--- src/rtl/clefia_pkg.sv ---
// Shared definitions for the CLEFIA diffusion datapath.
//   - GF(2^8) reduction constant and xtime helper for x^8+x^4+x^3+x^2+1
//   - matrix select encoding (one bit per lane)
//   - word_t: one 32-bit word viewed as four bytes, X0 in [3] (bits 31:24)
//   - state_e: serial-mode FSM states (also visible on dbg_state)
package clefia_pkg;

  localparam logic [7:0] GF_POLY_LOW = 8'h1D;

  localparam logic SEL_M0 = 1'b0;
  localparam logic SEL_M1 = 1'b1;

  typedef logic [3:0][7:0] word_t;

  typedef enum logic [1:0] {
    ST_IDLE = 2'd0,
    ST_RUN  = 2'd1,
    ST_DONE = 2'd2
  } state_e;

  // Multiply by x; fold the carried-out x^8 term back in as 0x1D.
  function automatic logic [7:0] gf_xtime(input logic [7:0] b);
    return {b[6:0], 1'b0} ^ (b[7] ? GF_POLY_LOW : 8'h00);
  endfunction

endpackage

--- src/rtl/clefia_m0m1_core.sv ---
// Combinational CLEFIA diffusion of one 32-bit word by M0 or M1.
// Ports:
//   word_i : X0=[31:24] .. X3=[7:0]
//   sel_i  : SEL_M0 / SEL_M1
//   word_o : Y0=[31:24] .. Y3=[7:0]
// Both matrices have the form coef[r ^ c], so each output byte is
// X_r ^ k1*X_(r^1) ^ k2*X_(r^2) ^ k3*X_(r^3) with
//   M0: k1=2, k2=4, k3=6      M1: k1=8, k2=2, k3=A
module clefia_m0m1_core
  import clefia_pkg::*;
(
  input  logic [31:0] word_i,
  input  logic        sel_i,
  output logic [31:0] word_o
);

  word_t x;
  word_t m2, m4, m8;
  word_t y;

  assign x = word_i;

  always_comb begin
    for (int b = 0; b < 4; b++) begin
      m2[b] = gf_xtime(x[b]);
      m4[b] = gf_xtime(m2[b]);
      m8[b] = gf_xtime(m4[b]);
    end
  end

  // Byte b of the packed word holds X_(3-b); r^1, r^2, r^3 map the same
  // way on the packed index, so the permutation can be applied directly.
  always_comb begin
    for (int b = 0; b < 4; b++) begin
      if (sel_i == SEL_M1) begin
        y[b] = x[b] ^ m8[b ^ 1] ^ m2[b ^ 2] ^ m8[b ^ 3] ^ m2[b ^ 3];
      end else begin
        y[b] = x[b] ^ m2[b ^ 1] ^ m4[b ^ 2] ^ m4[b ^ 3] ^ m2[b ^ 3];
      end
    end
  end

  assign word_o = y;

endmodule

--- src/rtl/clefia_diffusion_pipe.sv ---
// Streaming CLEFIA diffusion: applies M0/M1 (chosen per lane) to LANES
// 32-bit words per transaction.
// Ports:
//   clk, rst_n           : clock, synchronous active-low reset
//   in_valid/in_ready    : input handshake, in_data lane i at [32i+31:32i]
//   in_sel               : bit i selects M1 (1) or M0 (0) for lane i
//   out_valid/out_ready  : output handshake, out_data same lane layout
//   dbg_state            : serial FSM state (ST_IDLE when SERIAL=0)
// Handshake: a beat transfers on a rising edge where valid & ready are
// both high; a producer holding valid may still change its payload
// until it is accepted, and a stalled output holds data and valid.
// SERIAL=0: PIPE (1 or 2) register stages, matrix before the last one.
// SERIAL=1: one shared core walks the lanes of a captured buffer.
module clefia_diffusion_pipe
  import clefia_pkg::*;
#(
  parameter int LANES  = 4,
  parameter int SERIAL = 0,
  parameter int PIPE   = 1
) (
  input  logic                  clk,
  input  logic                  rst_n,
  input  logic                  in_valid,
  output logic                  in_ready,
  input  logic [32*LANES-1:0]   in_data,
  input  logic [LANES-1:0]      in_sel,
  output logic                  out_valid,
  input  logic                  out_ready,
  output logic [32*LANES-1:0]   out_data,
  output logic [1:0]            dbg_state
);

  if (SERIAL != 0) begin : g_serial
    // Counter and buffers sized to a power of two so the lane index
    // always spans the array exactly; slots above LANES stay zero.
    localparam int CW = (LANES > 1) ? $clog2(LANES) : 1;
    localparam int NB = 1 << CW;

    state_e              state_q, state_d;
    logic [CW-1:0]       cnt_q, cnt_d;
    logic [NB-1:0][31:0] buf_q, buf_d;
    logic [NB-1:0]       bsel_q, bsel_d;
    logic [31:0]         core_res;

    clefia_m0m1_core u_core (
      .word_i (buf_q[cnt_q]),
      .sel_i  (bsel_q[cnt_q]),
      .word_o (core_res)
    );

    always_ff @(posedge clk) begin
      if (!rst_n) begin
        state_q <= ST_IDLE;
        cnt_q   <= '0;
        buf_q   <= '0;
        bsel_q  <= '0;
      end else begin
        state_q <= state_d;
        cnt_q   <= cnt_d;
        buf_q   <= buf_d;
        bsel_q  <= bsel_d;
      end
    end

    always_comb begin
      state_d   = state_q;
      cnt_d     = cnt_q;
      buf_d     = buf_q;
      bsel_d    = bsel_q;
      in_ready  = 1'b0;
      out_valid = 1'b0;
      unique case (state_q)
        ST_IDLE: begin
          in_ready = 1'b1;
          if (in_valid) state_d = ST_RUN;
        end
        ST_RUN: begin
          buf_d[cnt_q] = core_res;
          if (cnt_q == CW'(LANES - 1)) state_d = ST_DONE;
          else                         cnt_d   = cnt_q + 1'b1;
        end
        ST_DONE: begin
          out_valid = 1'b1;
          // Result leaving this cycle frees the buffer for a new capture.
          in_ready  = out_ready;
          if (out_ready) state_d = in_valid ? ST_RUN : ST_IDLE;
        end
        default: state_d = ST_IDLE;
      endcase
      if (in_valid && in_ready) begin
        buf_d              = '0;
        buf_d[LANES-1:0]   = in_data;
        bsel_d             = '0;
        bsel_d[LANES-1:0]  = in_sel;
        cnt_d              = '0;
      end
    end

    assign out_data  = buf_q[LANES-1:0];
    assign dbg_state = state_q;

  end else begin : g_par
    logic                  mix_vld;
    logic [32*LANES-1:0]   mix_src, mix_res;
    logic [LANES-1:0]      mix_sel;
    logic                  out_vld_q;
    logic [32*LANES-1:0]   out_dat_q;
    logic                  rdy_out;

    assign rdy_out = ~out_vld_q | out_ready;

    if (PIPE >= 2) begin : g_raw
      logic                raw_vld_q;
      logic [32*LANES-1:0] raw_dat_q;
      logic [LANES-1:0]    raw_sel_q;
      logic                rdy_raw;

      assign rdy_raw  = ~raw_vld_q | rdy_out;
      assign in_ready = rdy_raw;
      assign mix_vld  = raw_vld_q;
      assign mix_src  = raw_dat_q;
      assign mix_sel  = raw_sel_q;

      always_ff @(posedge clk) begin
        if (!rst_n) begin
          raw_vld_q <= 1'b0;
          raw_dat_q <= '0;
          raw_sel_q <= '0;
        end else if (rdy_raw) begin
          raw_vld_q <= in_valid;
          raw_dat_q <= in_data;
          raw_sel_q <= in_sel;
        end
      end
    end else begin : g_direct
      assign in_ready = rdy_out;
      assign mix_vld  = in_valid;
      assign mix_src  = in_data;
      assign mix_sel  = in_sel;
    end

    for (genvar i = 0; i < LANES; i++) begin : g_lane
      clefia_m0m1_core u_core (
        .word_i (mix_src[32*i +: 32]),
        .sel_i  (mix_sel[i]),
        .word_o (mix_res[32*i +: 32])
      );
    end

    always_ff @(posedge clk) begin
      if (!rst_n) begin
        out_vld_q <= 1'b0;
        out_dat_q <= '0;
      end else if (rdy_out) begin
        out_vld_q <= mix_vld;
        out_dat_q <= mix_res;
      end
    end

    assign out_valid = out_vld_q;
    assign out_data  = out_dat_q;
    assign dbg_state = ST_IDLE;
  end

endmodule

--- config.mk ---
export PLATFORM = sky130hd
export DESIGN_NAME = clefia_diffusion_pipe
export DESIGN_NICKNAME = d
export VERILOG_FILES = /design/src/rtl/clefia_pkg.sv /design/src/rtl/clefia_m0m1_core.sv /design/src/rtl/clefia_diffusion_pipe.sv
export SDC_FILE = /design/constraint.sdc
export NUM_CORES = 1
export LEC_CHECK = 0
export CORE_MARGIN = 2
export CORE_UTILIZATION = 30
export CTS_CLUSTER_DIAMETER = 100
export DETAILED_ROUTE_END_ITERATION = 12
export GPL_TIMING_DRIVEN = 0
export MAX_ROUTING_LAYER = met4
export PLACE_DENSITY = 0.59
export REMOVE_ABC_BUFFERS = 1
export SLEW_MARGIN = 20
export SYNTH_ARGS = -nofsm -noshare
export SYNTH_HDL_FRONTEND = slang
export SYNTH_HIERARCHICAL = 1
export SYNTH_SLANG_ARGS = --single-unit
--- constraint.sdc ---
create_clock -name clk -period 6 [get_ports clk]
set_clock_uncertainty 0.2 [all_clocks]
set_input_delay 1.2 -clock clk [delete_from_list [all_inputs] [get_ports clk]]
set_output_delay 1.2 -clock clk [all_outputs]
set_load 0.005 [all_outputs]
==> impl_metrics.ini, run 1 <==
[floorplanning]
fp.dieH_um = 234
core_area_um2 = 52300
initial_core_util_pct = 30.2
fp.dieW_um = 234
die_area_um2 = 54600
rows = 84
boundaryPins = 268

[worst_setup_path]
cp_slowest_stage_delay_ns = 0.50
slowest_stage = nor2b_4
cp.required_ns = 4.60
end_kind = primary output
path_class = input pin to primary output
r2r_slack_ns = 3.76
crit_top_cell = clkdlybuf4s50_1
cp_cell_sequence = clkdlybuf4s50_1 -> nor2b_4 -> inv_1 -> clkdlybuf4s50_1
cp_top_family = buffers and inverters
startpoint_type = input pin
critPathMaxFanout = 13
critPathArrivalTime_ns = 2.70
crit_buf_inv = 3

[clocking]
cts_buffers = 17
cts.sink_count = 129
post_cts_resized = 0
clk_latency_ns = 0.48
htree_levels = 4
cts_tree = done
clkSlewWorstSetupHoldPaths_ns = 0.06
hold_buffers = 0
cts_buffer_depth = 2
ctsRootBufferMaster = clkbuf_16
postCtsSetupRepairBufs = 0

[placement]
io_buffers = 265
place_area_um2 = 18700
dpl_worst_slack_ns = 1.74
dpl.hpwl_um = 31600
gp_congestion = 0.837

[routing]
ant_nets = 0
wire_per_inst_um = 16.3
drc = 0
dr.pass1.iters = 5
wl_um = 40900
via_count = 10900
drt_first_iter_violations = 450
vias_per_cell = 4.37

[synthesis]
synth_top_family_by_area = XOR/XNOR gates
synth_area_um2 = 15800
synth_area_per_cell_um2 = 9.59
synthMuxAreaShare_pct = 12.1
synth_seq_cells = 129
synth-simple-area-share_pct = 7.68
synth_top_area_cell = xnor2_1
synth-xor-area-share_pct = 55.6
synth_seq_area_share_pct = 16.3
ys_warn_count = 6
yosysTopAreaCellShare_pct = 31.0
synth_cell_types = 24
synth_compound_area_share_pct = 2.07
synthAdderAreaFrac_pct = 0
synth_area_leaders = xnor2_1, dfxtp_1, mux2i_1
post_synth_inst_count = 1651

[finish]
final_common_cell = xnor2_1
syn2layout_area_growth_pct = 21.9
drive_gt1_share_pct = 7.21
nets = 1939
fin_area_um2 = 19300
final_cell_mix = xnor2_1, nand2_1, clkdlybuf4s50_1
fillers = 5305
insertedDiodeCount = 0

[timing]
timing.hold.ws_ns = 0.254
fin_setup_tns_ns = 0
setup_viol_count_final = 0
tightest_slew_ns = 1.03
hold_viol_final = 0
rsz0062_at_grt = no
fmax_ghz = 0.244
slew-limit-headroom_pct = 31.4
min_period_ns = 4.10
period_share_pct = 68.3
setup_slack_ns = 1.90
drv_slew = 0

[global_routing]
gr-max-usage-layer = met2
grt_pass1_vias = 11200
grt_max_degree = 122
grt_pass1_wl_um = 65100
grt.total_usage_pct = 15.9
grt_use_met3_pct = 3.28
overflow = 0
grt_antenna_before_repair = 0
grtUsageMet1_pct = 20.7
grtUsageMet2_pct = 25.0

[pwr]
cellPowerDensity_nw_per_um2 = 267
p_leak_nw = 6.96
peakVddDrop_uv = 187
total_power_mw = 5.15

[flow_run]
drv_cap = 0

[status]
status = complete, no violations

[worst_hold_path]
hold_path.class = flop to flop
## per-layer routing
| layer | vias to the layer above | routed length (um) |
|---|---|---|
| li1 | 5496 | - |
| met1 | 5239 | 19500 |
| met2 | 173 | 19500 |
| met3 | 25 | 1360 |
| met4 | 0 | 495 |
| met5 | - | 0 |
## cell usage after synthesis
cell,instances
xnor2_1,560
nand2_1,276
mux2i_1,192
dfxtp_1,129
xor2_1,108
buf_2,55
a21oi_1,44
nor2_1,44
xnor3_1,44
xnor2_4,36
buf_4,33
clkbuf_1,30
buf_6,24
o21ai_0,20
xor2_2,20
xor2_4,12
xnor2_2,8
buf_8,4
xnor3_2,4
xor3_1,4
conb_1,1
inv_1,1
nor2b_4,1
o21a_1,1
## stage by stage
stage	std cells	utilization, %
2_1_floorplan	1506	-
3_3_place_gp	2459	35.1
3_5_place_dp	2472	35.7
4_1_cts	2504	36.9
5_1_grt	2504	36.9
6_report	2504	36.9
## state kept, by name, summed over array words and instances, names as in the netlist
signal	count
out_valid	1
out_data	128
## cell type report
cell class / instances / area, um^2 / area share, %
multi-input cells: 1376 / 12300 / 63.6
repair buffers: 278 / 2940 / 15.2
flip-flops and latches: 129 / 2580 / 13.4
well taps: 688 / 861 / 4.46
clock buffers: 17 / 425 / 2.20
clock inverters: 15 / 205 / 1.06
inverters: 1 / 3.75 / 0.0194
## logic make-up (layout without fill, tap and decap cells)
group                  count (synthesis)  in the layout
AO/OA/AOI/OAI                         65             65
XOR/XNOR                             796            796
buffers and inverters                147            311
flip-flops                           129            129
multiplexers                         192            192
other                                  1              2
AND/OR/NAND/NOR                      321            321
## worst min-delay path, cell delays in order, from the launching register on
cell and delay [ns]:
dfxtp_1 0.31, nand2_1 0.05, mux2i_1 0.05
## report_power, final
group          leakage [nW]  internal (mW)  total [mW]  switching (mW)
logic                  5.59           1.55        2.79            1.24
clock network         0.301          0.698        1.18           0.487
registers              1.07           1.06        1.17           0.106
## final timing paths
path,startpoint,to,cells after the start
worst min-delay path,out_data[102],out_data[102],2
worst max-delay path,out_ready,in_ready,4
worst max register to register,out_valid,out_data[80],6
worst min register to register,out_data[102],out_data[102],2
No activity file was read; power rests on OpenSTA's default activity.
==> run 2, diff against run 1 <==
- PLACE_DENSITY: 0.59 -> 0.61
- clock period: 6 -> 3.3 ns (I/O delays scaled with it)
==> run 2 against run 1 <==
Count of clock-buffer cells in the layout is 1 higher; global-route usage is 0.24 points lower; register-to-register slack worse by 2.4 ns; combinational power is 82% higher; highest routed layer unchanged.
==> impl_metrics.ini, run 2 (synthesis results as in run 1) <==
[worst_setup_path]
slowest_stage = clkdlybuf4s50_1
end_kind = flop
critPathMaxFanout = 9
rr_endpoint = out_data[37]
startpoint_type = input pin
path_class = input pin to flop
cp_cell_sequence = clkdlybuf4s50_1 -> xnor2_4 -> xnor2_1 -> xor3_1 -> mux2i_1 -> xnor2_1 -> nand2_1 -> mux2i_1
cp.required_ns = 3.52
reg2reg_from = out_valid
critPathArrivalTime_ns = 3.38
cp_slowest_stage_delay_ns = 0.94
r2r_slack_ns = 1.40
critPathLaunch = in_data[79]
r2r_cells = 6

[timing]
fmax_ghz = 0.316
slew-limit-headroom_pct = 31.2
period_share_pct = 95.9
hold_viol_final = 0
min_period_ns = 3.16
drv_slew = 0
timing.hold.ws_ns = 0.257
setup_slack_ns = 0.136
rsz0062_at_grt = no
setup_viol_count_final = 0
tightest_slew_ns = 1.03

[routing]
wl_um = 40600
vias_per_cell = 4.37
ant_nets = 0
drc = 0
wire_per_inst_um = 16.2
via_count = 11000
drt_first_iter_violations = 427
dr.pass1.iters = 4

[worst_hold_path]
hold_path.class = flop to flop
hold_depth = 2
worstHoldStart = out_data[16]
hold_path_end = out_data[16]

[clocking]
clk_latency_ns = 0.47
cts_buffers = 17
ctsRootBufferMaster = clkbuf_16
htree_levels = 4
clkSlewWorstSetupHoldPaths_ns = 0.06
cts_tree = done
cts_buffer_depth = 2
hold_buffers = 0
cts.sink_count = 129

[pwr]
seqPwrFrac_pct = 23.3
p_int_mw = 5.79
p_switching_mw = 3.35
switching_share_pct = 36.6
p_clk_share_pct = 21.2
cellPowerDensity_nw_per_um2 = 475
comb_power_share_pct = 55.5
peakVddDrop_uv = 359
p_leak_nw = 6.93

[global_routing]
grt_max_degree = 91
grt_pass1_wl_um = 64200
grt_pass1_vias = 11100
grt.total_usage_pct = 15.6
grt_antenna_before_repair = 0
overflow = 0

[finish]
drive_gt1_share_pct = 7.21
largest_reg_flops = 128
final_cell_mix = xnor2_1, nand2_1, clkdlybuf4s50_1
insertedDiodeCount = 0
final_common_cell = xnor2_1
syn2layout_area_growth_pct = 21.6
nets = 1940

[placement]
io_buffers = 265
dpl.hpwl_um = 31600
dpl_worst_slack_ns = -0.369
gp_congestion = 0.866

[flow_run]
drv_cap = 0

[floorplanning]
initial_core_util_pct = 30.2
rows = 84
core_area_um2 = 52300
boundaryPins = 268
fp.dieH_um = 234
fp.dieW_um = 234
die_area_um2 = 54600

[status]
status = complete, no violations
run 2: changes by cell type in the layout (fill, tap and decap cells not counted):
| cell | previous run | this run |
|---|---|---|
| buf_4 | 0 | 1 |
| bufinv_16 | 4 | 1 |
| clkbuf_1 | 0 | 1 |
| clkdlybuf4s50_1 | 260 | 259 |
| clkinv_4 | 2 | 0 |
| clkinvlp_4 | 3 | 6 |
| dlymetal6s2s_1 | 0 | 1 |
| inv_8 | 0 | 1 |
run 2: critical path, delay by kind of cell:
family	cells	cell delay, ns
mux	2	0.31
xor+xnor	4	1.36
simple gates	1	0.08
buf+inv	1	0.94
run 2: final cells by class:
cell class / instances / area, um^2
fillers: 5270 / 33100
multi-input cells: 1376 / 12300
repair buffers: 279 / 2950
flip-flops and latches: 129 / 2580
well taps: 688 / 861
clock buffers: 18 / 429
clock inverters: 14 / 131
inverters: 1 / 3.75
run 2: power groups by stage:
stage               Clock (mW)  Combinational, mW  Sequential (mW)
global route              2.07               5.53             2.18
finish                    1.94               5.07             2.13
detailed placement           0               5.10             2.17
global placement             0               5.12             2.16
floorplan                    0               3.26             2.17
CTS                       2.04               5.14             2.14
run 2: timing repair:
item / in CTS / in global routing
buffers inserted: 1 / 0
gates resized for setup: 0 / 1
endpoints found under the hold margin: 0 / 0
setup endpoints to repair: 1 / 1
run 2: worst max-delay path by stage:
stage                          endpoint  cells past startpoint  slack (ns)
after floorplan                in_ready                      2       -1.05
after detailed placement    out_data[3]                      8       -0.37
after CTS                   out_data[3]                      8        0.18
after global routing       out_data[68]                      8        0.02
after global placement    out_data[111]                      3       -5.67
final                      out_data[68]                      8        0.14
run 2: per-stage QoR:
| step | setup TNS (ns) | area (um^2) | power (mW) | cells | util (%) |
|---|---|---|---|---|---|
| after floorplan | -83.64 | 14900 | 5.43 | 1506 | - |
| after global placement | -665.10 | 18400 | 7.29 | 2459 | 35.1 |
| after detailed placement | -12.37 | 18700 | 7.27 | 2472 | 35.7 |
| after CTS | 0 | 19200 | 9.32 | 2505 | 36.8 |
| after global routing | 0 | 19200 | 9.78 | 2505 | 36.8 |
| final | 0 | 19200 | 9.15 | 2505 | 36.8 |
run 2: metal layers:
metal | share of wire [%] | up-vias | global-route usage, %
met4 | 1.5 | 0 | 5.20
met3 | 3.4 | 39 | 2.77
met2 | 48 | 194 | 24.4
li1 | - | 5477 | -
met5 | 0 | - | -
met1 | 48 | 5248 | 20.3
==> run 3, diff against run 2 <==
- CELL_PAD_IN_SITES_DETAIL_PLACEMENT: not set -> 1
- CELL_PAD_IN_SITES_GLOBAL_PLACEMENT: not set -> 2
- CTS_BUF_LIST: not set -> sky130_fd_sc_hd__clkbuf_2
- PLACE_DENSITY: 0.61 -> 0.87
- SYNTH_HIERARCHICAL: 1 -> not set
==> run 3 against run 2 <==
Critical path depth shrank 3; flip-flop and latch count is the same; power shrank 13%; non-clock buffer count grew 7; count of clock-buffer cells in the layout grew 1; worst setup slack gained 0.24 ns; first-iteration DRC count shrank 16%; core utilization grew 0.44 points; final area shrank 8.3%; wire length grew 15%; via count shrank 2.5%; sequential share of layout area grew 1.2 points; highest routed layer unchanged.
==> impl_metrics.ini, run 3 <==
[worst_hold_path]
hold_path.class = input pin to flop

[routing]
dr.pass1.iters = 4
vias_per_cell = 4.70
via_count = 10700
drc = 0
wire_per_inst_um = 20.6
drt_first_iter_violations = 360
ant_nets = 0
wl_um = 46800

[synthesis]
synth-edff-count = 0
synth_seq_cells = 129
ys_async_sr_fraction_pct = 0
post_synth_inst_count = 1477
synth_seq_area_share_pct = 18.0
synth_area_per_cell_um2 = 9.70
ys_top_cells_by_count = xnor2_1, dfxtp_1, xor2_1
ys_warn_count = 0
synth_area_um2 = 14300
synth_area_leaders = xnor2_1, dfxtp_1, xnor3_1
synth_top_area_cell = xnor2_1
synth_top_flop_cell = dfxtp_1
yosysMostFrequentCell = xnor2_1
yosysTopAreaCellShare_pct = 32.0
synth_cell_types = 40

[worst_setup_path]
end_kind = primary output
cp_top_family = buffers and inverters
r2r_slack_ns = 1.32
critPathLaunch = out_valid
critPathMaxFanout = 2
cp_slowest_stage_delay_ns = 0.38
crit_buf_inv = 4
cp.required_ns = 2.44
rr_endpoint = out_data[60]
cp_cell_sequence = nor2b_4 -> buf_12 -> inv_16 -> buf_16 -> dlygate4sd2_1
cp.depth = 5
startpoint_type = flop
r2r_cells = 7
slowest_stage = dfxtp_2
cp-endpoint = in_ready
critPathArrivalTime_ns = 2.07
path_class = flop to primary output
reg2reg_from = out_valid

[global_routing]
grt_max_degree = 68
overflow = 0
grt_antenna_before_repair = 3
grt_pass1_vias = 11600
grt_pass1_wl_um = 72100
grt.total_usage_pct = 19.7

[timing]
period_share_pct = 88.7
fmax_ghz = 0.342
min_period_ns = 2.93
rsz0062_at_grt = no
setup_slack_ns = 0.373
setup_viol_count_final = 0
drv_slew = 0
hold_viol_final = 0
slew-limit-headroom_pct = 37.4
tightest_slew_ns = 0.935
timing.hold.ws_ns = 0.213

[flow_run]
drv_cap = 0

[floorplanning]
rows = 80
fp.dieH_um = 223
die_area_um2 = 49500
core_area_um2 = 47400
boundaryPins = 268
initial_core_util_pct = 30.2
fp.dieW_um = 223

[finish]
drive_gt1_share_pct = 7.54
finalNonFillerCells = 2276
multi_input_area_um2 = 11000
nets = 1781
regArea_um2 = 2580
fillers = 5445
syn2layout_area_growth_pct = 23.2
final_cell_mix = xnor2_1, clkdlybuf4s50_1, dfxtp_1
final_common_cell = xnor2_1
largest_reg_flops = 128

[placement]
dpl.hpwl_um = 33200
io_buffers = 265
dpl_worst_slack_ns = -0.476
dp.cells = 2225
gp_congestion = 0.823

[pwr]
cellPowerDensity_nw_per_um2 = 450
peakVddDrop_uv = 154
p_leak_nw = 6.67
total_power_mw = 7.94

[clocking]
ctsRootBufferMaster = clkbuf_2
cts_buffer_depth = 2
clk_latency_ns = 0.95
cts_buffers = 17
htree_levels = 4
cts_tree = done
clkSlewWorstSetupHoldPaths_ns = 0.22
cts.sink_count = 129

[status]
status = complete, no violations
-- run 3: cell type report --
| class | instances | share of cell area, % |
|---|---|---|
| diodes | 3 | 0.0425 |
| repair buffers | 286 | 17.1 |
| multi-input cells | 1203 | 62.3 |
| well taps | 615 | 4.36 |
| clock inverters | 13 | 0.681 |
| repair inverters | 3 | 0.149 |
| flip-flops and latches | 129 | 14.6 |
| inverters | 5 | 0.227 |
| clock buffers | 19 | 0.539 |
-- run 3: power breakdown --
| group | switching (mW) | internal [mW] | total, mW |
|---|---|---|---|
| registers | 0.189 | 1.90 | 2.09 |
| logic | 2.20 | 2.59 | 4.79 |
| clock network | 0.724 | 0.340 | 1.06 |
| total | 3.11 | 4.83 | 7.94 |
-- run 3: cell families (layout without fill, tap and decap cells) --
logic type | Yosys count | after routing | share of synthesized area, %
flip-flops | 129 | 129 | 18.0
AND/OR/NAND/NOR | 140 | 140 | 3.79
buffers and inverters | 146 | 326 | 5.38
AO/OA/AOI/OAI | 198 | 198 | 8.72
XOR/XNOR | 767 | 767 | 57.3
other | 1 | 5 | 0.0262
multiplexers | 96 | 96 | 6.71
-- run 3: worst reg2reg max path, cell delays in order, from the launching register on --
cell,delay (ns)
dfxtp_2,0.37
nor2b_4,0.13
buf_12,0.14
inv_16,0.05
buf_4,0.29
bufbuf_16,0.52
o21ai_0,0.14
a21oi_1,0.11
-- run 3: worst min path at each step --
stage / depth (start not counted) / startpoint / endpoint
6_report: 4 / in_sel[0] / out_data[17]
3_3_place_gp: 2 / out_data[52] / out_data[52]
2_1_floorplan: 2 / out_data[52] / out_data[52]
5_1_grt: 4 / in_sel[0] / out_data[9]
4_1_cts: 4 / in_sel[0] / out_data[17]
3_5_place_dp: 2 / out_data[84] / out_data[84]
-- run 3: per-layer routing --
layer  vias up  track usage, %  wire, um
met5         -               -         0
met4         0            5.54       709
met3        36            3.07      1530
met2       171            32.6     22900
met1      5347            25.0     21700
li1       5133               -         -
-- run 3: per-stage QoR --
stage / utilization (%) / area (um^2) / TNS (ns)
floorplan: - / 13600 / -1.32
global placement: 35.8 / 17000 / -313.05
detailed placement: 36.2 / 17200 / -11.20
CTS: 37.2 / 17600 / 0
global route: 37.2 / 17600 / 0
finish: 37.2 / 17600 / 0
-- run 3: timing repair --
item	4_1_cts	5_1_grt
setup endpoints to repair	1	0
hold buffers	5	0
hold endpoints to repair	50	0
gates resized for setup	6	0
buffers inserted	5	0
